`src/rtl/nios2_oci_trace_pkg.sv`:
```
// rtl/nios2_oci_trace_pkg.sv - shared constants and types for the OCI DCT trace packer
// Contents: DCT code values, frame type values, widths, packer state enum
// and the frame assembly helper.
package nios2_oci_trace_pkg;

  localparam int BUF_W = 30;
  localparam int CNT_W = 4;
  localparam int FRM_W = 36;

  localparam logic [1:0] DCT_TAKEN  = 2'b10;
  localparam logic [1:0] DCT_NTAKEN = 2'b01;

  localparam logic [3:0] FRM_DCT = 4'h1;
  localparam logic [3:0] FRM_PC  = 4'h2;

  // Accumulator holds 15 two-bit codes.
  localparam logic [CNT_W-1:0] DCT_SLOTS = 4'd15;

  typedef enum logic {
    ACC     = 1'b0,
    PEND_PC = 1'b1
  } pack_state_e;

  // Frame layout: [35:32] type, [31:30] zero, [29:0] payload.
  function automatic logic [FRM_W-1:0] make_frame(input logic [3:0] ftype,
                                                  input logic [BUF_W-1:0] payload);
    return {ftype, 2'b00, payload};
  endfunction

endpackage

```
`src/rtl/nios_ii_nios2_qsys_0_nios2_oci_frame_slot.sv`:
```
// rtl/nios_ii_nios2_qsys_0_nios2_oci_frame_slot.sv - single-entry valid/ready trace frame register
// Ports:
//   clk, reset_n     clock, asynchronous active-low reset
//   clear            synchronous flush of the held frame
//   load, load_data  write a new frame (caller only loads when not busy)
//   ready            consumer accepts the held frame
//   data, valid      held frame and its presence flag
//   busy             frame held and not being accepted this cycle
module nios_ii_nios2_qsys_0_nios2_oci_frame_slot
  import nios2_oci_trace_pkg::*;
(
  input  logic             clk,
  input  logic             reset_n,
  input  logic             clear,
  input  logic             load,
  input  logic [FRM_W-1:0] load_data,
  input  logic             ready,
  output logic [FRM_W-1:0] data,
  output logic             valid,
  output logic             busy
);

  assign busy = valid && !ready;

  always_ff @(posedge clk or negedge reset_n) begin
    if (!reset_n) begin
      data  <= '0;
      valid <= 1'b0;
    end else if (clear) begin
      data  <= '0;
      valid <= 1'b0;
    end else if (load) begin
      // Reload in the accept cycle keeps back-to-back frames gapless.
      data  <= load_data;
      valid <= 1'b1;
    end else if (valid && ready) begin
      valid <= 1'b0;
    end
  end

endmodule

```
`src/rtl/nios_ii_nios2_qsys_0_nios2_oci_dct_packer.sv`:
```
// rtl/nios_ii_nios2_qsys_0_nios2_oci_dct_packer.sv - packs branch DCT codes and jump PCs into trace frames
// Ports:
//   clk, reset_n               clock, asynchronous active-low reset
//   trc_on, trc_clear          trace enable, synchronous clear
//   br_valid, br_taken         retired conditional branch and its outcome
//   jmp_valid, jmp_target      retired indirect jump and its word target
//   dct_buffer, dct_count      current accumulator and number of codes in it
//   itm, itm_valid, itm_ready  36-bit frame output handshake
//   itm_overflow               sticky frame-dropped flag
module nios_ii_nios2_qsys_0_nios2_oci_dct_packer
  import nios2_oci_trace_pkg::*;
(
  input  logic             clk,
  input  logic             reset_n,
  input  logic             trc_on,
  input  logic             trc_clear,
  input  logic             br_valid,
  input  logic             br_taken,
  input  logic             jmp_valid,
  input  logic [BUF_W-1:0] jmp_target,
  output logic [BUF_W-1:0] dct_buffer,
  output logic [CNT_W-1:0] dct_count,
  output logic [FRM_W-1:0] itm,
  output logic             itm_valid,
  input  logic             itm_ready,
  output logic             itm_overflow
);

  pack_state_e      state, state_d;
  logic [BUF_W-1:0] pc_hold, pc_hold_d;
  logic [BUF_W-1:0] nb, buf_d;
  logic [CNT_W-1:0] nc, cnt_d;
  logic             slot_busy, slot_free;
  logic             jv, full;
  logic             load;
  logic [FRM_W-1:0] load_data;
  logic             ovf_set;

  assign slot_free = !slot_busy;
  assign jv        = trc_on && jmp_valid;
  assign full      = trc_on && (nc == DCT_SLOTS);

  // Branch shift happens first; jump/full handling sees the shifted buffer.
  always_comb begin
    nb = dct_buffer;
    nc = dct_count;
    if (trc_on && br_valid) begin
      nb = {(br_taken ? DCT_TAKEN : DCT_NTAKEN), dct_buffer[BUF_W-1:2]};
      nc = dct_count + 4'd1;
    end
  end

  always_ff @(posedge clk or negedge reset_n) begin
    if (!reset_n) begin
      state        <= ACC;
      pc_hold      <= '0;
      dct_buffer   <= '0;
      dct_count    <= '0;
      itm_overflow <= 1'b0;
    end else if (trc_clear) begin
      state        <= ACC;
      pc_hold      <= '0;
      dct_buffer   <= '0;
      dct_count    <= '0;
      itm_overflow <= 1'b0;
    end else begin
      state        <= state_d;
      pc_hold      <= pc_hold_d;
      dct_buffer   <= buf_d;
      dct_count    <= cnt_d;
      itm_overflow <= itm_overflow | ovf_set;
    end
  end

  always_comb begin
    state_d = state;
    case (state)
      ACC:     if (jv && slot_free && (nc != '0)) state_d = PEND_PC;
      PEND_PC: if (slot_free) state_d = ACC;
      default: state_d = ACC;
    endcase
  end

  always_comb begin
    buf_d     = nb;
    cnt_d     = nc;
    pc_hold_d = pc_hold;
    load      = 1'b0;
    load_data = '0;
    ovf_set   = 1'b0;
    case (state)
      ACC: begin
        if (jv) begin
          buf_d = '0;
          cnt_d = '0;
          if (slot_free) begin
            load = 1'b1;
            if (nc != '0) begin
              load_data = make_frame(FRM_DCT, nb);
              pc_hold_d = jmp_target;
            end else begin
              load_data = make_frame(FRM_PC, jmp_target);
            end
          end else begin
            ovf_set = 1'b1;
          end
        end else if (full) begin
          buf_d = '0;
          cnt_d = '0;
          if (slot_free) begin
            load      = 1'b1;
            load_data = make_frame(FRM_DCT, nb);
          end else begin
            ovf_set = 1'b1;
          end
        end
      end
      PEND_PC: begin
        if (slot_free) begin
          load      = 1'b1;
          load_data = make_frame(FRM_PC, pc_hold);
        end
        // The held PC owns the slot, so any new jump or full DCT is lost.
        if (jv || full) begin
          buf_d   = '0;
          cnt_d   = '0;
          ovf_set = 1'b1;
        end
      end
      default: ;
    endcase
  end

  nios_ii_nios2_qsys_0_nios2_oci_frame_slot u_frame_slot (
    .clk       (clk),
    .reset_n   (reset_n),
    .clear     (trc_clear),
    .load      (load),
    .load_data (load_data),
    .ready     (itm_ready),
    .data      (itm),
    .valid     (itm_valid),
    .busy      (slot_busy)
  );

endmodule

```
`config.mk`:
```
export PLATFORM = sky130hd
export DESIGN_NAME = nios_ii_nios2_qsys_0_nios2_oci_dct_packer
export DESIGN_NICKNAME = d
export VERILOG_FILES = /design/src/rtl/nios2_oci_trace_pkg.sv /design/src/rtl/nios_ii_nios2_qsys_0_nios2_oci_frame_slot.sv /design/src/rtl/nios_ii_nios2_qsys_0_nios2_oci_dct_packer.sv
export SDC_FILE = /design/constraint.sdc
export NUM_CORES = 1
export LEC_CHECK = 0
export BUFFER_PORTS_ARGS = -buffer_cell sky130_fd_sc_hd__buf_2
export CORE_MARGIN = 2
export CORE_UTILIZATION = 50
export CTS_BUF_LIST = sky130_fd_sc_hd__clkbuf_16
export DETAILED_ROUTE_END_ITERATION = 16
export PLACE_DENSITY = 0.74
export SYNTH_ARGS = -nofsm -noshare
export SYNTH_HDL_FRONTEND = slang
export SYNTH_HIERARCHICAL = 1
export SYNTH_SLANG_ARGS = --single-unit
export TNS_END_PERCENT = 10
```
`constraint.sdc`:
```
create_clock -name clk -period 2.9 [get_ports clk]
set_clock_uncertainty 0.2 [all_clocks]
set_input_delay 0.58 -clock clk [delete_from_list [all_inputs] [get_ports clk]]
set_output_delay 0.58 -clock clk [all_outputs]
set_load 0.05 [all_outputs]
```
# Word-level counts from Yosys, hierarchy flattened
# Index checks and enable logic that the tools add are counted.
# word_totals
register_bits	103
inputBits	38
# op_classes
n_bitwise	2
mux	43
reduce_logical	16
n_eq_ne	3
n_addsub	1
# ops
cell	n
two-way mux 30 bit	10
two-way mux 36 bit	3
two-way mux 34 bit	3
one-hot mux 36 bit (2 select lines)	1
two-way mux 33 bit	2
one-hot mux 30 bit (2 select lines)	1
two-way mux 4 bit	5
two-way mux 1 bit	13
one-hot mux 4 bit (2 select lines)	1
logical AND 1 bit	7
one-hot mux 1 bit (2 select lines)	3
nonzero test 2 bit	3
adder 4 x 1 -> 4 bit (second input constant)	1
equality test 4 bit (second input constant)	1
!= test 2 bit (second input constant)	2
AND reduction 4 bit	1
nonzero test 4 bit	1
nonzero test 3 bit	1
logical NOT 1 bit	2
two-way mux 2 bit	1
logical OR 1 bit	1
NOT 1 bit	1
OR 1 bit	1

# Longest topological paths before layout
# depth
ltp_word	9
mapped_depth	11

# By module
# The synthesis kept the hierarchy.
# by_module_without_submodules
mod	cells_per_inst	n_inst	area_per_inst_um2	seq_area_each_um2
nios_ii_nios2_qsys_0_nios2_oci_dct_packer	356	1	3628.5	1651.6
nios_ii_nios2_qsys_0_nios2_oci_frame_slot	119	1	1526.5	925.9

# Worst setup path after synthesis
# No wires, ideal clock.
# synth_path
kind	reg-to-reg
startpoint	register dct_count[0]
endpoint	register u_frame_slot.data[10]
path_slack_ns	0.220
arrival_ns	2.348
path_stages_with_launch	11
required_ns	2.568
path_cell_list	dfrtp_1 ha_1 nand2b_1 a211o_1 a22oi_2 o21ai_0 o21bai_1 buf_6 buf_12 mux2i_1 nor2_1
# synth_via
word_cells_on_any_way	16
cone_classes	add/sub: 1; eq/ne: 1; mux: 11; reduce/logical: 3
# synth_rtl
item	line_no	source
from (decl)	nios_ii_nios2_qsys_0_nios2_oci_dct_packer.sv:22	output logic [CNT_W-1:0] dct_count,
from (signal assigned)	nios_ii_nios2_qsys_0_nios2_oci_dct_packer.sv:70	dct_count <= cnt_d;
adder 4 x 1 -> 4 bit	nios_ii_nios2_qsys_0_nios2_oci_dct_packer.sv:49	nc = dct_count + 4'd1;
two-way mux 4 bit (*)	nios_ii_nios2_qsys_0_nios2_oci_dct_packer.sv:47	if (trc_on && br_valid) begin
equality test 4 bit (*)	nios_ii_nios2_qsys_0_nios2_oci_dct_packer.sv:41	assign full = trc_on && (nc == DCT_SLOTS);
logical AND 1 bit (*)	nios_ii_nios2_qsys_0_nios2_oci_dct_packer.sv:41	
two-way mux 1 bit (*)	nios_ii_nios2_qsys_0_nios2_oci_dct_packer.sv:107	end else if (full) begin
two-way mux 1 bit (*)	nios_ii_nios2_qsys_0_nios2_oci_dct_packer.sv:93	if (jv) begin
one-hot mux 1 bit (2 select lines) (*)	nios_ii_nios2_qsys_0_nios2_oci_dct_packer.sv:91	case (state)
named net load	nios_ii_nios2_qsys_0_nios2_oci_dct_packer.sv:35	logic load;
nonzero test 2 bit (no source line) (*)	-	
to (signal assigned)	nios_ii_nios2_qsys_0_nios2_oci_frame_slot.sv:34	data <= load_data;
to (decl)	nios_ii_nios2_qsys_0_nios2_oci_frame_slot.sv:18	output logic [FRM_W-1:0] data,
# The timed path passes the listed nets; every way through them passes the cells marked *. The select of a mux whose other input is x is not followed.
# A chain may end at the register's enable or synchronous reset.

# Worst setup path after layout
# layout_path
startpoint	register dct_count[0]
endpoint	register u_frame_slot.data[32]
# Same word-level chain as after synthesis.

==> results.yml <==
routing:
  antenna_left: 0
  drt-total-wl_mm: 12.7
  avgRoutedWirePerCell_um: 17.8
  first_pass_iters: 5
  drt_first_iter_violations: 354
  via_per_inst: 5.70
  vias: 4061
  drcViolationCount: 0
clock_tree:
  cts-resized-gates: 0
  clk_latency_ns: 0.35
  postCtsHoldBufs: 0
  cts_sinks: 103
  cts_buffers: 9
  cts_root_buf: "clkbuf_16"
  cts_tree: "yes"
  post-cts-setup-buffers: 0
  cts_max_level: 3
  cts.path.max_buffers: 2
  clkTransAtPathRegs_ns: 0.07
logic_synthesis:
  async_flop_share: 1.00
  syn-instance-count: 475
  netlist_area_um2: 5150
  syn_avg_cell_area_um2: 10.9
  yosysSeqAreaShare: 0.500
  synth-warning-count: 6
  synth-edff-count: 0
  synth-seq-cells: 103
  yosys.cell_types.count: 39
  synth_flop_cell: "dfrtp_1"
pwr:
  power_density_nw_per_um2: 498
  clock_power_share: 0.364
  p_int_mw: 2.18
  seqPwrFrac: 0.495
  switching_share: 0.274
  leakage_nw: 2.98
  ir_drop_mv: 0.327
  total_power_mw: 3.00
  p_sw_uw: 824
  comb_power_share: 0.140
setup_path:
  critPathMaxFanout: 11
  end_kind: "register"
  path_buf_inv: 1
  cp.arrival_ns: 2.70
  max_stage_delay_ns: 0.48
  crit_slowest_cell: "dfrtp_1"
  crit_path_cell_trace: "ha_1, nand2b_1, a211o_1, a22oi_2, o21ai_0, o21bai_4, buf_4, mux2i_1, nor2_1"
  critPathKind: "reg2reg"
  crit_family: "compound AO/OA/AOI/OAI gates"
  cp-start-kind: "register"
  cp.required_ns: 2.91
finish:
  nNetsFinal: 610
  layout-area-overhead-vs-synth_pct: 16.9
  postLayoutCellArea_um2: 6030
  nFillCells: 913
  layout-drive-gt1-share: 0.253
sta:
  worst_slew_pin_slew_ns: 0.978
  rsz0062_at_grt: "false"
  max_freq_ghz: 0.372
  setup_tns_ns: 0
  slew-limit-headroom: 0.348
  finalSetupViolations: 0
  fin_crit_sh: 0.927
  fin_crit_ns: 2.69
  final-hold-violation-count: 0
  maxSlewViolCount: 0
grt:
  grt_overflow: 0
  track_usage: 0.237
  grt_pass1_vias: 4070
  antenna_found_initial: 1
  grt_max_degree: 79
  grt_pass1_wl_mm: 20.8
run:
  max_cap_violations: 0
die:
  die_w_um: 106
  floorplan.initialDensity: 0.506
  rows: 37
  die_h_um: 106
  core_um2: 10200
  die-area_um2: 11100
  num_io_pins: 110
place:
  port_buffers: 109
  place_hpwl_mm: 8.11
  placedInstanceArea_um2: 5760
  gp_congestion: 0.812
run_status:
  run_status: "completed"
min_path:
  worst_hold_path_type: "in2async"
power by group through the flow:
| stage | combinational (mW) | sequential [mW] | clock [mW] |
|---|---|---|---|
| global placement | 0.415 | 1.51 | 0 |
| global route | 0.456 | 1.49 | 1.19 |
| finish | 0.421 | 1.49 | 1.09 |
| detailed placement | 0.423 | 1.51 | 0 |
| CTS | 0.424 | 1.49 | 1.12 |
| floorplan | 0.241 | 1.57 | 0 |
flip-flops by register name (all words and copies together) (netlist names):
signal / count
pc_hold: 30
u_frame_slot/valid: 1
state: 1
dct_count: 4
u_frame_slot/data: 36
dct_buffer: 30
itm_overflow: 1
cell usage after synthesis (all sizes together) (2+ instances only):
master	number	area share
clkbuf	19	0.015
nand4b	2	0.0034
inv	2	0.0015
buf	23	0.040
nand2b	62	0.075
nand2	8	0.0058
a22oi	2	0.0039
a21oi	4	0.0039
nor2	69	0.050
nand3	2	0.0019
o21ai	33	0.032
dfrtp	103	0.50
mux2i	94	0.18
nor2b	2	0.0024
and2	3	0.0036
a32oi	30	0.051
worst register-to-register path, cell delays in order (launching register included):
cell and delay (ns):
dfrtp_1 0.48, ha_1 0.28, nand2b_1 0.15, a211o_1 0.30
a22oi_2 0.21, o21ai_0 0.18, o21bai_4 0.19, buf_4 0.26
mux2i_1 0.24, nor2_1 0.06
cell usage in the layout (no fill, tap or decap), types with 4 or more instances in the layout:
cell type  instances
nor2_1            69
clkbuf_16          9
mux2i_1           94
nand2_1            7
dfrtp_1          103
buf_2            108
nand2b_1          62
o21ai_1           31
conb_1             4
a21oi_1            4
a32oi_1           30
inv_1              6
buf_4             14
metrics by stage:
| step | hold slack, ns | setup slack, ns | util | instances |
|---|---|---|---|---|
| 2_1_floorplan | 0.0844 | 0.220 | - | 478 |
| 3_3_place_gp | 0.295 | 0.156 | 0.566 | 696 |
| 3_5_place_dp | 0.304 | 0.0563 | 0.566 | 696 |
| 4_1_cts | 0.101 | 0.238 | 0.591 | 712 |
| 5_1_grt | 0.117 | 0.0293 | 0.591 | 712 |
| 6_report | 0.0726 | 0.213 | 0.592 | 713 |
metal layers:
layer / GRT usage / routed length (um) / share of wire / up-vias
met1: 0.340 / 5670 / 0.45 / 2025
met5: 0 / 0 / 0 / -
li1: - / - / - / 1855
met3: 0.0693 / 951 / 0.075 / 16
met2: 0.351 / 5880 / 0.46 / 165
met4: 0.0714 / 170 / 0.013 / 0
final timing paths:
path	start	endpoint	slack, ns	cells after the start
min in group clk	jmp_target[15]	pc_hold[15]	0.30	3
max in group asynchronous	reset_n	dct_buffer[28]	1.75	2
worst min-delay path	reset_n	u_frame_slot/data[34]	0.07	1
worst max-delay path	dct_count[0]	u_frame_slot/data[32]	0.21	9
worst min register to register	u_frame_slot/data[15]	u_frame_slot/data[15]	0.32	2
worst max register to register	dct_count[0]	u_frame_slot/data[32]	0.21	9
cell type report:
class,instances,area (um^2),share of cell area
Sequential cell,103,2580,0.428
Inverter,2,7.51,0.00125
Clock buffer,9,225,0.0374
Tap cell,136,170,0.0282
Clock inverter,7,35.0,0.00581
Multi-Input combinational cell,331,2320,0.385
Timing Repair Buffer,124,686,0.114
Antenna cell,1,2.50,0.000415
cell families (layout without fill, tap and decap cells):
logic type / after synthesis / after routing / synth area share
AOI/OAI and AO/OA: 77 / 77 / 0.104
xor gates and xnor gates: 2 / 2 / 0.00340
adders and majority gates: 1 / 1 / 0.00243
buffers and inverters: 44 / 142 / 0.0561
DFF: 103 / 103 / 0.500
muxes: 94 / 94 / 0.183
other: 1 / 5 / 0.000727
and+or+nand+nor: 153 / 153 / 0.150
(Power assumes the default switching activity.)
